**config.mk**
```make
export PLATFORM = sky130hd
export DESIGN_NAME = hidden_cpu_driver
export DESIGN_NICKNAME = d
export VERILOG_FILES = /design/src/rtl/hidden_cpu_driver.sv
export SDC_FILE = /design/constraint.sdc
export NUM_CORES = 1
export LEC_CHECK = 0
export ABC_AREA = 0
export ABC_CLOCK_PERIOD_IN_PS = 4200
export BUFFER_PORTS_ARGS = -buffer_cell sky130_fd_sc_hd__buf_4
export CELL_PAD_IN_SITES_DETAIL_PLACEMENT = 1
export CELL_PAD_IN_SITES_GLOBAL_PLACEMENT = 2
export CORE_MARGIN = 2
export CORE_UTILIZATION = 40
export CTS_CLUSTER_SIZE = 14
export DETAILED_ROUTE_END_ITERATION = 7
export GPL_TIMING_DRIVEN = 0
export MAX_ROUTING_LAYER = met4
export PLACE_DENSITY = 0.83
export RECOVER_POWER = 100
export SLEW_MARGIN = 10
export SYNTH_ARGS = -nofsm -noshare
export SYNTH_HDL_FRONTEND = slang
export SYNTH_SLANG_ARGS = --single-unit
```
**constraint.sdc**
```tcl
create_clock -name clk -period 4.2 [get_ports clk]
set_clock_uncertainty 0.15 [all_clocks]
set_input_delay 1.05 -clock clk [delete_from_list [all_inputs] [get_ports clk]]
set_output_delay 1.05 -clock clk [all_outputs]
set_load 0.05 [all_outputs]
```
**src/rtl/hidden_cpu_driver.sv**
```systemverilog
// Host-side instruction sequencer for the HiddenCPU pin interface: drives CPU
// reset/clock plus one 6-bit instruction per CPU clock and captures an output trace.
module hidden_cpu_driver #(
    parameter int unsigned DEPTH        = 16,
    parameter int unsigned AW           = 4,
    parameter int unsigned RESET_CYCLES = 2
) (
    input  logic          clk,
    input  logic          rst,
    input  logic          wr_en,
    input  logic [AW-1:0] wr_addr,
    input  logic [5:0]    wr_data,
    input  logic [AW:0]   prog_len,
    input  logic          start,
    input  logic          stop,
    input  logic [7:0]    cpu_io_out,
    output logic [7:0]    cpu_io_in,
    output logic          busy,
    output logic          done,
    output logic          trace_valid,
    output logic [7:0]    trace_data
);

    localparam int unsigned IW  = 6;
    localparam int unsigned LW  = AW + 1;
    localparam int unsigned RCW = $clog2(RESET_CYCLES + 1);

    typedef enum logic [2:0] {
        IDLE   = 3'd0,
        RST_LO = 3'd1,
        RST_HI = 3'd2,
        EXE_LO = 3'd3,
        EXE_HI = 3'd4,
        FIN    = 3'd5,
        DONE   = 3'd6
    } state_t;

    logic [IW-1:0]  prog [DEPTH];
    state_t         state, state_nxt;
    logic [AW-1:0]  idx, idx_nxt;
    logic [RCW-1:0] rcnt, rcnt_nxt;
    logic [LW-1:0]  len, len_nxt;
    logic [LW-1:0]  len_clamped_c;
    logic [7:0]     io_c;
    logic           busy_c;
    logic           done_c;
    logic           cap_pending;

    assign len_clamped_c = (prog_len > LW'(DEPTH)) ? LW'(DEPTH) : prog_len;

    // State and run counters
    always_ff @(posedge clk) begin
        if (rst) begin
            state <= IDLE;
            idx   <= '0;
            rcnt  <= '0;
            len   <= '0;
        end else begin
            state <= state_nxt;
            idx   <= idx_nxt;
            rcnt  <= rcnt_nxt;
            len   <= len_nxt;
        end
    end

    // Next-state logic; stop overrides every transition out of a busy state
    always_comb begin
        state_nxt = state;
        idx_nxt   = idx;
        rcnt_nxt  = rcnt;
        len_nxt   = len;
        if (stop && state != IDLE) begin
            state_nxt = IDLE;
        end else begin
            case (state)
                IDLE: begin
                    if (start && !stop && len_clamped_c != '0) begin
                        state_nxt = RST_LO;
                        idx_nxt   = '0;
                        rcnt_nxt  = '0;
                        len_nxt   = len_clamped_c;
                    end
                end
                RST_LO: state_nxt = RST_HI;
                RST_HI: begin
                    rcnt_nxt  = rcnt + RCW'(1);
                    state_nxt = (rcnt == RCW'(RESET_CYCLES - 1)) ? EXE_LO : RST_LO;
                end
                EXE_LO: state_nxt = EXE_HI;
                EXE_HI: begin
                    if (LW'(idx) == len - LW'(1)) begin
                        state_nxt = FIN;
                    end else begin
                        idx_nxt   = idx + AW'(1);
                        state_nxt = EXE_LO;
                    end
                end
                FIN:     state_nxt = DONE;
                DONE:    state_nxt = IDLE;
                default: state_nxt = IDLE;
            endcase
        end
    end

    // Pin pattern for the upcoming state, registered below so outputs stay glitch-free
    always_comb begin
        io_c   = 8'h00;
        busy_c = (state_nxt != IDLE);
        done_c = (state_nxt == DONE);
        case (state_nxt)
            RST_LO:  io_c = 8'h02;
            RST_HI:  io_c = 8'h03;
            EXE_LO:  io_c = {prog[idx_nxt], 2'b00};
            EXE_HI:  io_c = {prog[idx_nxt], 2'b01};
            default: io_c = 8'h00;
        endcase
    end

    always_ff @(posedge clk) begin
        if (rst) begin
            cpu_io_in <= 8'h00;
            busy      <= 1'b0;
            done      <= 1'b0;
        end else begin
            cpu_io_in <= io_c;
            busy      <= busy_c;
            done      <= done_c;
        end
    end

    // CPU output settles during the cycle after its rising clock; sample at the end of it
    always_ff @(posedge clk) begin
        if (rst) begin
            cap_pending <= 1'b0;
            trace_valid <= 1'b0;
            trace_data  <= 8'h00;
        end else begin
            cap_pending <= (state == EXE_HI) && !stop;
            trace_valid <= cap_pending;
            if (cap_pending) begin
                trace_data <= cpu_io_out;
            end
        end
    end

    // Program buffer is only writable while idle
    always_ff @(posedge clk) begin
        if (rst) begin
            for (int i = 0; i < int'(DEPTH); i++) begin
                prog[i] <= '0;
            end
        end else if (wr_en && state == IDLE) begin
            prog[wr_addr] <= wr_data;
        end
    end

endmodule

```
# --- After elaboration in Yosys (flattened, before gate mapping) ---
# Memories as Yosys holds them, arrays and structs flattened.
# Cells that the tools add are included.
# Widths: inputs -> output; s select.
totals:
  register_bits: 34
  mem_bits_rw: 96
  inputBits: 28
  out_inout_bits: 19
  n_memories: 1
mem_list:
  columns: ["memory", "words", "width", "rd", "rd_ports_with_merged_regs", "wr", "line_no", "source"]
  rows:
  - ["prog", 16, 6, 1, 0, 16, "38", "logic [IW-1:0] prog [DEPTH];"]
op_classes:
  n_addsub: 3
  magnitude_cmp: 1
  n_eq_ne: 13
  mux: 21
  bitwise_logic: 1
  reduce_logical: 14
ops:
  columns: ["operator", "count"]
  rows:
  - ["$pmux 8 s4", 1]
  - ["$pmux 3 s6", 1]
  - ["$mux 4", 4]
  - ["$eq 3x2->1 const B", 4]
  - ["$eq 3x3->1 const B", 4]
  - ["$mux 3", 3]
  - ["$pmux 4 s2", 1]
  - ["$eq 3x1->1 const B", 2]
  - ["$mux 1", 6]
  - ["$mux 6", 1]
  - ["$reduce_and 3->1", 2]
  - ["$reduce_bool 3->1", 2]
  - ["$reduce_or 6->1", 1]
  - ["$eq 4x5->1", 1]
  - ["$gt 5x5->1 const B", 1]
  - ["$logic_and 1x1->1", 5]
  - ["$mux 5", 1]
  - ["$reduce_bool 5->1", 1]
  - ["$sub 5x1->5 const B", 1]
  - ["$add 4x1->4 const B", 1]
  - ["$mux 2", 2]
  - ["$pmux 2 s2", 1]
  - ["$logic_not 3->1", 1]
  - ["$add 2x1->2 const B", 1]
  - ["5 further kinds", 5]

# --- Depth between registers and ports, before layout ---
# Gate-level depths: netlist of the first run.
logic_depth:
  word_depth: 9
  ltp_mapped: 13
  mapped_depth_nobuf: 11

# --- Worst setup path before layout of the first run ---
# Ideal clock, no wire load.
synth_timing:
  path_type: "input -> register"
  from: "input prog_len[0]"
  to: "register cpu_io_in[7]"
  setup_ps: 127
  arrival_time_ps: 3034
  required_time_ps: 3923
  setup_slack_ps: 889
  stages: 9
  path_buffers: 1
  path_cell_list: "or4_1 > o21a_1 > o21ai_1 > a31o_2 > a21o_4 > buf_6 > mux2i_1 > a211oi_1 > or3_1"
synth_between:
  elab_chain_len: 9
  elab_cells_between_ends: 16
  cone_classes: "order compare: 1; eq/ne: 4; mux: 8; reduce/logical: 2; memory: 1"
synth_lines:
  columns: ["item", "line_no", "source"]
  rows:
  - ["from (decl)", "13", "input logic [AW:0] prog_len,"]
  - ["$gt 5x5->1", "49", "assign len_clamped_c = (prog_len > LW'(DEPTH)) ? LW'(DEPTH) : prog_len;"]
  - ["$mux 5 (*)", "49", null]
  - ["$reduce_bool 5->1 (*)", "77", "if (start && !stop && len_clamped_c != '0) begin"]
  - ["$logic_and 1x1->1 (*)", "77", null]
  - ["$mux 4 / $mux 3 (equally long branches)", "77", null]
  - ["$pmux 4 s2 / $pmux 3 s6 (equally long branches)", "75", "case (state)"]
  - ["$mux 4 / $mux 3 (equally long branches)", "72", "if (stop && state != IDLE) begin"]
  - ["$mem_v2 16x6, or another cell as far along", null, null]
  - ["$pmux 8 s4 (*)", "110", "case (state_nxt)"]
  - ["to (signal assigned)", "125", "cpu_io_in <= io_c;"]
  - ["to (decl)", "17", "output logic [7:0] cpu_io_in,"]
# Mark *: on every way between the ends. The rest lies on a longest branch, timed or not.
# A chain may end at the register's enable or synchronous reset.

# --- Worst setup path in the final report of the first run ---
layout_timing:
  from: "register len[0]"
  to: "register cpu_io_in[6]"
layout_between:
  elab_chain_len: 7
  elab_cells_between_ends: 14
  cone_classes: "add/sub: 1; eq/ne: 5; mux: 7; memory: 1"
layout_lines:
  columns: ["item", "line_no", "source"]
  rows:
  - ["from (decl)", "42", "logic [LW-1:0] len, len_nxt;"]
  - ["from (signal assigned)", "62", "len <= len_nxt;"]
  - ["$sub 5x1->5 (*)", "91", "if (LW'(idx) == len - LW'(1)) begin"]
  - ["$eq 4x5->1 (*)", "91", null]
  - ["$mux 4 / $mux 3 (equally long branches)", "91", null]
  - ["$pmux 4 s2 / $pmux 3 s6 (equally long branches)", "75", null]
  - ["$mux 4 / $mux 3 (equally long branches)", "72", null]
  - ["$mem_v2 16x6, or another cell as far along", null, null]
  - ["$pmux 8 s4 (*)", "110", null]
# Marks and branches as above.

==> results of run 1 <==
-- worst register-to-register path, stage by stage, from the launching register on --
cell	delay, ps
dfxtp_1	400
inv_1	70
ha_1	250
o21ba_1	180
a221oi_1	470
o211ai_1	290
and3_1	330
a21oi_4	350
buf_2	320
nand3_1	110
nand3_1	230
a311oi_1	90
a211o_1	300
-- metrics by stage --
stage / cells / total power, mW / util (%) / hold slack [ps] / worst slack, ps
3_5_place_dp: 792 / 1.598 / 44.78 / 342.1 / 304.5
2_1_floorplan: 559 / 1.528 / - / 304.4 / 888.9
4_1_cts: 824 / 3.124 / 48.72 / 355.8 / 719.1
5_1_grt: 824 / 3.183 / 48.10 / 372.6 / 309.6
3_3_place_gp: 792 / 1.591 / 44.78 / 326.6 / 309.3
6_report: 825 / 3.105 / 48.12 / 347.9 / 535.5
-- routing by layer --
metal	part of all wire, %	vias up	global-route usage (%)
li1	-	2118	-
met1	45	2297	28.67
met2	49	96	36.29
met3	3.7	20	4.200
met4	1.7	0	8.184
met5	0	-	-
-- power by group --
group / switching [mW] / internal, mW
combinational: 0.0947 / 0.0454
sequential: 0.0132 / 1.41
clock: 0.556 / 0.981
total: 0.664 / 2.44
-- worst max path at each step --
stage	end	slack, ps	cells past startpoint
floorplan	cpu_io_in[7]	890	9
global placement	cpu_io_in[7]	310	10
detailed placement	cpu_io_in[7]	300	10
CTS	cpu_io_in[7]	720	10
global route	cpu_io_in[5]	310	12
finish	cpu_io_in[6]	540	12
-- state kept, by name, indices dropped and copies added (netlist names) --
signal	count
len	5
cpu_io_in	8
trace_data	8
rcnt	2
done	1
trace_valid	1
busy	1
state	3
prog	96
cap_pending	1
idx	4
-- cell type report --
class                   count  area (µm²)  share of cell area, %
plain buffers              31       183.9                  2.515
clock inverters            13       166.4                  2.275
clock buffers              19       432.9                  5.919
flip-flops and latches    130        3563                  48.72
diodes                      1       2.502                0.03421
multi-input cells         395        2452                  33.53
repair buffers             45       266.5                  3.644
well taps                 188       235.2                  3.216
inverters                   3       11.26                 0.1540
-- cells by family (layout without fill, tap and decap cells) --
logic type	after synthesis	after routing	synth area share, %
AND/OR/NAND/NOR	292	292	25.15
flip-flops	130	130	57.15
AO/OA/AOI/OAI	56	56	6.923
multiplexers	37	37	5.940
buffers and inverters	34	111	3.251
XOR/XNOR	7	7	0.9834
adder cells (fa/ha/maj)	3	3	0.6021
other	0	1	0
-- placed cells by master, fill, tap and decap left out, types with 3 or more instances in the layout --
master | synthesis | routed
inv_1 | 3 | 3
and2_0 | 0 | 74
buf_2 | 3 | 3
nor3b_1 | 4 | 4
bufinv_16 | 0 | 4
edfxtp_1 | 96 | 96
dfxtp_1 | 34 | 34
buf_6 | 9 | 8
ha_1 | 3 | 3
xnor2_1 | 6 | 6
nand2_1 | 55 | 55
or2_0 | 0 | 16
nor2b_1 | 3 | 3
nor3_1 | 10 | 10
nand3_1 | 35 | 35
mux2i_1 | 37 | 37
clkinv_1 | 0 | 4
o21ai_0 | 4 | 6
nor2_1 | 42 | 42
and2_1 | 97 | 23
a211o_1 | 5 | 5
o211ai_1 | 2 | 3
a21o_1 | 3 | 3
clkbuf_1 | 18 | 40
a311oi_1 | 10 | 10
a21oi_1 | 11 | 11
buf_4 | 1 | 26
nand3b_1 | 3 | 3
and3_1 | 13 | 14
clkinv_2 | 0 | 3
clkbuf_16 | 0 | 17
==> results.md, run 1 <==
- Status: complete, no violations
- Fill count: 1644
- Post-Syn Instances: 559
- Startpoint types: flip-flop
- Post-synth top cells: and2_1 (97), edfxtp_1 (96), nand2_1 (55)
- Top_reg_cell synth: edfxtp_1
- Cell family with most CP delay: compound AO/OA/AOI/OAI gates
- Crit path buf inv count: 2
- Worst path cell trace: inv_1 > ha_1 > o21ba_1 > a221oi_1 > o211ai_1 > and3_1 > a21oi_4 > buf_2 > nand3_1 > nand3_1 > a311oi_1 > a211o_1
- Crit Reg-Reg Endpoint: cpu_io_in[6]
- Post-synth EDFFs: 96
- LEAKAGE: 2.612 nW
- Vias in the first global route: 4728
- Worst setup EP type: flip-flop
- Hold Fails Final Rpt: 0
- Critical path required time: 4360 ps
- Worst Hold Depth: 2
- Post-DP HPWL: 12120 µm
- CTS Sinks: 130
- Max Cap Viol: 0
- Critical path class: flip-flop to flip-flop
- First-pass GRT wire length: 26610 µm
- Share of flip-flops with an asynchronous set or reset: 0%
- Hold EP: trace_data[1]
- Largest fanout on the critical path: 10
- Global placement routability congestion: 0.8045
- I/O Buffers: 45
- Site row count: 45
- Most frequent CP cell: nand3_1
- Post-Syn Nets: 590
- FF+latch count, synth: 130
- Initial antenna violation count: 0
- Die Area: 16600 µm²
- Overflow after GRT: 0
- Initial core utilization: 41.01%
- Crit Reg-Reg Startpoint: len[0]
- CTS tree: yes
- Number of vias per cell: 5.492
- Critical path arrival: 3830 ps
- Final setup viols: 0
- IO Pins: 47
- Root Driver: clkbuf_16
- Fin crit period: 3664 ps
- Period utilisation layout: 87.25%
- R2R setup slack: 540 ps
- Nets: 654
- Synth area leader: edfxtp_1
- Wire per inst: 20.93 µm
- Post-synthesis cell type count: 54
- Worst R2R Path Depth: 12
- Hold Buf Count CTS: 0
- CTS clock-pin slew for the worst setup and hold paths: 60 ps
- Setup TNS Final: 0 ps
- Synth-to-Final Area Change: 17.32%
- Post-CTS Setup Inserts: 0
- Clock Path Buffers: 2
- Max VDD drop: 0.0002851 V
- Clk_lat worst skew: 420 ps
- Max-slew headroom: 45.11%
- Die Wd: 128.8 µm
- Dominant cells by area after synthesis: edfxtp_1 (46%), dfxtp_1 (11%), and2_1 (9.7%), mux2i_1 (5.9%), nand2_1 (3.3%)
- Placed cell area: 6808 µm²
- Cell Pwr Density: 424.6 nW/µm²
- Hold Path Class: flip-flop to flip-flop
- H-Tree Depth: 4
- Worst slew pin tran: 817.0 ps
- Largest net degree at the start of global routing: 17
- DRT antenna net count: 0
- Worst setup path start: len[0]
- Critical Path Slowest Stage Cell: a221oi_1
- Fin. max-slew vios: 0
- DRC violation count after routing: 0
- Synth top area share: 46.24%
- Sequential area share after synthesis: 57.15%
- CTS Buf Count: 17
- HP Start: trace_data[1]
- Post-cts repair resize count: 0
- Layout cells sized above 1: 11.01%
- Gr usage total: 22.59%
- DRT iter0 DRCs: 342
- Synthesized area: 6235 µm²
- Avg Inst Size Synth: 11.15 µm²
- Core Box Area: 15200 µm²
- Pre-antenna DRT Iters: 7
- Design Area, Final: 7315 µm²
- RSZ-0062 raised after global routing: no
- Syn. warnings: 0
- Top-count cell post-synth: and2_1
- FMAX: 0.2729 GHz
- Die Ht: 128.8 µm
- Routed WL: 17270 µm
- Via count: 4531
- CP peak stage delay: 470 ps
Power figures use the tool's default switching activity.
==> inputs of run 2 (changes only) <==
CORE_ASPECT_RATIO = 0.5   (was default)
SKIP_LAST_GASP = 1   (was default)
==> run 2 against run 1 <==
  * Clock power is essentially flat
  * Register-to-register slack improved by 90 ps
  * Die area grew 0.37%
  * First-iteration DRC count is 5.3% higher
  * Non-clock buffer count unchanged
  * Worst hold slack lost 6.5 ps
  * Maximum frequency rose by 0.65%
  * Power down 0.50%
  * Largest power group unchanged
  * Highest routed layer unchanged
==> results.md, run 2 (same netlist as run 1, synthesis figures left out) <==
- Design Area, Final: 7330 µm² (was 7315 µm²)
- Max Cap Viol: 0 (unchanged)
- Placed cell area: 6828 µm² (was 6808 µm²)
- Final Power: 3.090 mW (was 3.105 mW)
- Post-cts repair resize count: 0 (unchanged)
- Synth-to-Final Area Change: 17.56% (was 17.32%)
- Hold Path Class: flip-flop to flip-flop (unchanged)
- Worst setup path start: prog_len[0] (was len[0])
- RSZ-0062 raised after global routing: no (unchanged)
- Number of vias per cell: 5.392 (was 5.492)
- Number of flip-flops under the largest register name: 96 (unchanged)
- Gr usage total: 22.18% (was 22.59%)
- Most frequent cells in the layout: edfxtp_1 (96), and2_0 (74), nand2_1 (55), nor2_1 (42), clkbuf_1 (39) (was edfxtp_1 (96), and2_0 (74), nand2_1 (55), nor2_1 (42), clkbuf_1 (40))
- Top flop regs: prog x96, cpu_io_in x8, trace_data x8 (unchanged)
- Critical path arrival: 3810 ps (was 3830 ps)
- Core Box Area: 15330 µm² (was 15200 µm²)
- DRC violation count after routing: 0 (unchanged)
- Final core utilization: 47.80% (was 48.12%)
- CTS Buf Count: 17 (unchanged)
- CTS tree: yes (unchanged)
- Initial core utilization: 40.66% (was 41.01%)
- Slack of the critical path: 559.4 ps (was 535.5 ps)
- Setup TNS Final: 0 ps (unchanged)
- Nets: 654 (unchanged)
- Diodes inserted: 0 (was 1)
- Commonest non-fill, non-tap cell in the layout: edfxtp_1 (unchanged)
- Final setup viols: 0 (unchanged)
- Hold Buf Count CTS: 0 (unchanged)
- Fin. max-slew vios: 0 (unchanged)
- DRT iter0 DRCs: 360 (was 342)
- Layout cells sized above 1: 11.81% (was 11.01%)
- Die Area: 16660 µm² (was 16600 µm²)
- Max-slew headroom: 42.72% (was 45.11%)
- Vias in the first global route: 4652 (was 4728)
- Clock Path Buffers: 2 (unchanged)
- Pre-antenna DRT Iters: 4 (was 7)
- Cell Pwr Density: 421.6 nW/µm² (was 424.6 nW/µm²)
- CTS Sinks: 130 (unchanged)
- Initial antenna violation count: 0 (unchanged)
- LEAKAGE: 2.605 nW (was 2.612 nW)
- Die Wd: 180.6 µm (was 128.8 µm)
- H-Tree Depth: 4 (unchanged)
- Routed WL: 17010 µm (was 17270 µm)
- Wire per inst: 20.27 µm (was 20.93 µm)
- Critical path class: input pin to flip-flop (was flip-flop to flip-flop)
- Worst setup EP type: flip-flop (unchanged)
- Overflow after GRT: 0 (unchanged)
- DP Worst Slack: 190.6 ps (was 304.5 ps)
- Fin crit period: 3641 ps (was 3664 ps)
- First-pass GRT wire length: 26330 µm (was 26610 µm)
- Global placement routability congestion: 0.8240 (was 0.8045)
- Post-DP HPWL: 12020 µm (was 12120 µm)
- Largest net degree at the start of global routing: 17 (unchanged)
- FMAX: 0.2747 GHz (was 0.2729 GHz)
- CTS clock-pin slew for the worst setup and hold paths: 60 ps (about the same)
- Post-CTS Setup Inserts: 0 (unchanged)
- Clk_lat worst skew: 430 ps (was 420 ps)
- HP Start: trace_data[0] (was trace_data[1])
- I/O Buffers: 45 (unchanged)
- Period utilisation layout: 86.68% (was 87.25%)
- Via count: 4524 (was 4531)
- Site row count: 32 (was 45)
- Startpoint types: input pin (was flip-flop)
- DRT antenna net count: 0 (unchanged)
- Hold Fails Final Rpt: 0 (unchanged)
- Status: complete, no violations (unchanged)
- Largest Register: prog (unchanged)
- Worst slew pin tran: 852.6 ps (was 817.0 ps)
- Root Driver: clkbuf_16 (unchanged)
- Largest fanout on the critical path: 10 (unchanged)
- Max VDD drop: 0.0002860 V (was 0.0002851 V)
- Critical path required time: 4370 ps (was 4360 ps)
- IO Pins: 47 (unchanged)
- Die Ht: 92.28 µm (was 128.8 µm)
- Crit Reg-Reg Startpoint: len[0] (unchanged)
[run 2: changes by cell type in the layout (fill, tap and decap cells not counted), sizes merged]
cell	before	now
diode	1	0
clkinv	8	7
bufinv	4	3
clkinvlp	1	2
clkbuf	58	57
inv	3	4
[run 2: layout make-up]
class / instances / area [µm²]
Buffer: 31 / 183.9
Clock buffer: 18 / 429.2
Clock inverter: 13 / 162.7
Fill cell: 1666 / 8005
Inverter: 3 / 11.26
Multi-Input combinational cell: 395 / 2457
Sequential cell: 130 / 3563
Tap cell: 204 / 255.2
Timing Repair Buffer: 45 / 266.5
[run 2: critical path, stage by stage]
cell	delay, ps
clkbuf_4	110
or4_1	580
o21a_1	250
o21ai_1	250
a32o_1	160
a31o_1	140
clkbuf_1	400
buf_6	230
nand3_1	90
nand3_1	170
nand2_1	80
a211o_1	290
[run 2: per-layer routing]
metal	vias to the layer above	GRT usage [%]	share of wire (%)
met4	0	7.191	1.7
li1	2117	-	-
met5	-	-	0
met2	107	35.69	46
met3	25	4.567	4.9
met1	2275	28.31	47
[run 2: worst paths after layout]
path / slack (ps) / cells after the start / end
min reg2reg: 340 / 2 / trace_data[0]
max: 560 / 12 / cpu_io_in[5]
max reg2reg: 630 / 13 / cpu_io_in[5]
min: 340 / 2 / trace_data[0]
[run 2: power by group]
| group | internal, mW | switching, mW |
|---|---|---|
| clock network | 0.930 | 0.592 |
| registers | 1.41 | 0.0134 |
| logic | 0.0456 | 0.0951 |
[run 2: through the flow]
step / std cells / hold WS [ps]
2_1_floorplan: 559 / 304.4
3_3_place_gp: 808 / 319.4
3_5_place_dp: 808 / 336.0
4_1_cts: 839 / 350.7
5_1_grt: 839 / 384.5
6_report: 839 / 341.5
==> inputs of run 3 (changes only) <==
CORE_ASPECT_RATIO = default   (was 0.5)
GPL_TIMING_DRIVEN = default   (was 0)
==> run 3 against run 2 <==
  * Cell area fell by 2.3%
  * Largest cell class unchanged
  * Clock power is 9% lower
  * First-iteration DRC count shrank 36%
  * Highest routed layer unchanged
  * Flip-flop and latch count is the same
  * Maximum frequency is 1.6% lower
  * Worst setup slack got worse by 61 ps
  * Power down 4.3%
  * Global-route usage up 0.27 points
  * Largest power group is now sequential cells
  * Routed wire length shrank 0.99%
  * Non-clock buffer count fell by 23
  * Combinational power about the same
==> results.md, run 3 (same netlist as run 1, synthesis figures left out) <==
- Max Cap Viol: 0 (unchanged)
- Largest Register: prog (unchanged)
- Design Area, Final: 7159 µm² (was 7330 µm²)
- Post-Layout Cell Count: 801 (was 839)
- LEAKAGE: 2.550 nW (was 2.605 nW)
- CTS Sinks: 130 (unchanged)
- Hold Fails Final Rpt: 0 (unchanged)
- IO Pins: 47 (unchanged)
- Clock group share of total power: 46.9% (was 49.2%)
- Fin. max-slew vios: 0 (unchanged)
- CTS Buf Count: 17 (unchanged)
- Period utilisation layout: 88.13% (was 86.68%)
- Startpoint types: flip-flop (was input pin)
- Setup TNS Final: 0 ps (unchanged)
- Worst slew pin tran: 1103 ps (was 852.6 ps)
- DRC violation count after routing: 0 (unchanged)
- Status: complete, no violations (unchanged)
- Commonest non-fill, non-tap cell in the layout: edfxtp_1 (unchanged)
- Initial core utilization: 41.01% (was 40.66%)
- Most frequent CP cell: and3_1 (was nand3_1)
- Critical path class: flip-flop to flip-flop (was input pin to flip-flop)
- Vias in the first global route: 4749 (was 4652)
- Post-cts repair resize count: 0 (unchanged)
- Final core utilization: 47.09% (was 47.80%)
- Hold Path Class: flip-flop to flip-flop (unchanged)
- CTS clock-pin slew for the worst setup and hold paths: 60 ps (about the same)
- Largest fanout on the critical path: 35 (was 10)
- NetSw: 0.6419 mW (was 0.7003 mW)
- Die Wd: 128.8 µm (was 180.6 µm)
- Overflow after GRT: 0 (unchanged)
- Top flop regs: prog x96, cpu_io_in x8, trace_data x8 (unchanged)
- Post-DP HPWL: 10890 µm (was 12020 µm)
- Global placement routability congestion: 0.7669 (was 0.8240)
- Number of flip-flops under the largest register name: 96 (unchanged)
- Core Box Area: 15200 µm² (was 15330 µm²)
- I/O Buffers: 46 (was 45)
- P_int: 2.316 mW (was 2.390 mW)
- Gate power share: 4.7% (was 4.6%)
- Root Driver: clkbuf_16 (unchanged)
- Sequential Power Share: 48.4% (was 46.2%)
- Site row count: 45 (was 32)
- H-Tree Depth: 4 (unchanged)
- Max VDD drop: 0.0002835 V (was 0.0002860 V)
- Worst setup path start: len[0] (was prog_len[0])
- Via count: 4394 (was 4524)
- Wire per inst: 21.02 µm (was 20.27 µm)
- Nets: 631 (was 654)
- Largest net degree at the start of global routing: 47 (was 17)
- Placed cell area: 6706 µm² (was 6828 µm²)
- Routed WL: 16840 µm (was 17010 µm)
- Final setup viols: 0 (unchanged)
- Gr usage total: 22.46% (was 22.18%)
- Critical Path Slowest Stage Cell: a21oi_4 (was or4_1)
- Max-slew headroom: 26.49% (was 42.72%)
- RSZ-0062 raised after global routing: no (unchanged)
- Cell family with most CP delay: compound AO/OA/AOI/OAI gates (unchanged)
- DRT iter0 DRCs: 232 (was 360)
- Most frequent cells in the layout: edfxtp_1 (96), and2_0 (74), nand2_1 (55), nor2_1 (42), mux2i_1 (37) (was edfxtp_1 (96), and2_0 (74), nand2_1 (55), nor2_1 (42), clkbuf_1 (39))
- Cell Pwr Density: 413.1 nW/µm² (was 421.6 nW/µm²)
- Diodes inserted: 0 (unchanged)
- DRT antenna net count: 0 (unchanged)
- CP peak stage delay: 790 ps (was 580 ps)
- Multi-input combinational cell area: 2476 µm² (was 2457 µm²)
- R2R setup slack: 500 ps (was 630 ps)
- Critical path required time: 4420 ps (was 4370 ps)
- CTS tree: yes (unchanged)
- FMAX: 0.2702 GHz (was 0.2747 GHz)
- Crit Reg-Reg Startpoint: len[0] (unchanged)
- Number of vias per cell: 5.486 (was 5.392)
- Register area: 3563 µm² (unchanged)
- Die Area: 16600 µm² (was 16660 µm²)
- Switching portion of total power: 21.70% (was 22.66%)
- Die Ht: 128.8 µm (was 92.28 µm)
- Post-CTS Setup Inserts: 0 (unchanged)
- Clock Path Buffers: 2 (unchanged)
- Initial antenna violation count: 0 (unchanged)
- Worst path cell trace: inv_1 > ha_1 > o21ba_1 > a221oi_2 > o211ai_1 > and3_1 > a21oi_4 > nand2_1 > and3_1 > a311oi_1 > a211o_1 (was clkbuf_4 > or4_1 > o21a_1 > o21ai_1 > a32o_1 > a31o_1 > clkbuf_1 > buf_6 > nand3_1 > nand3_1 > nand2_1 > a211o_1)
- Layout cells sized above 1: 10.28% (was 11.81%)
- HP Start: trace_data[2] (was trace_data[0])
- Synth-to-Final Area Change: 14.83% (was 17.56%)
- Crit path buf inv count: 1 (was 3)
- Hold Buf Count CTS: 0 (unchanged)
- Placed cells: 769 (was 808)
- Critical path arrival: 3920 ps (was 3810 ps)
- Fill count: 1670 (was 1666)
- Pre-antenna DRT Iters: 4 (unchanged)
- First-pass GRT wire length: 26580 µm (was 26330 µm)
- Worst setup EP type: flip-flop (unchanged)
- Fin crit period: 3701 ps (was 3641 ps)
- Clk_lat worst skew: 430 ps (about the same)
- Final Power: 2.958 mW (was 3.090 mW)
==> run 3: cell types whose count changed in the layout (fill, tap and decap cells not counted), sizes merged <==
cell	before	now
clkbuf	57	49
buf	37	30
clkinv	7	4
bufinv	3	1
clkinvlp	2	1
inv	4	3
==> run 3: final timing paths <==
check / endpoint / cells after the start
max: cpu_io_in[4] / 11
min: trace_data[2] / 2
max reg2reg: cpu_io_in[4] / 11
min reg2reg: trace_data[2] / 2
==> run 3: routing by layer <==
metal	GRT usage, %	part of all wire, %
met1	27.74	45
met2	36.73	49
met3	4.283	3.7
met4	8.440	2.0
met5	-	0
==> run 3: per-stage QoR <==
step / hold slack (ps) / worst slack (ps)
after floorplan: 304.4 / 888.9
after CTS: 350.6 / 513.8
after global routing: 382.8 / 197.9
after detailed placement: 336.6 / 201.0
after global placement: 314.6 / 262.3
final: 340.2 / 498.7
==> run 3: cell type report <==
class | count | share of cell area, %
Tap cell | 188 | 3.286
Inverter | 3 | 0.1573
Timing Repair Buffer | 53 | 4.579
Sequential cell | 130 | 49.77
Clock inverter | 6 | 0.7864
Clock buffer | 26 | 6.833
Multi-Input combinational cell | 395 | 34.59
==> run 3: power by group through the flow <==
| stage | clock (mW) | combinational (mW) | sequential (mW) |
|---|---|---|---|
| detailed placement | 0 | 0.142 | 1.46 |
| global route | 1.46 | 0.151 | 1.44 |
| floorplan | 0 | 0.0742 | 1.45 |
| global placement | 0 | 0.137 | 1.46 |
| CTS | 1.41 | 0.144 | 1.43 |
| finish | 1.39 | 0.138 | 1.43 |
==> run 3: worst reg2reg max path, cell delays in order, from the launching register on <==
cell	delay, ps
dfxtp_1	390
inv_1	60
ha_1	250
o21ba_1	200
a221oi_2	340
o211ai_1	220
and3_1	300
a21oi_4	790
nand2_1	190
and3_1	250
a311oi_1	370
a211o_1	150
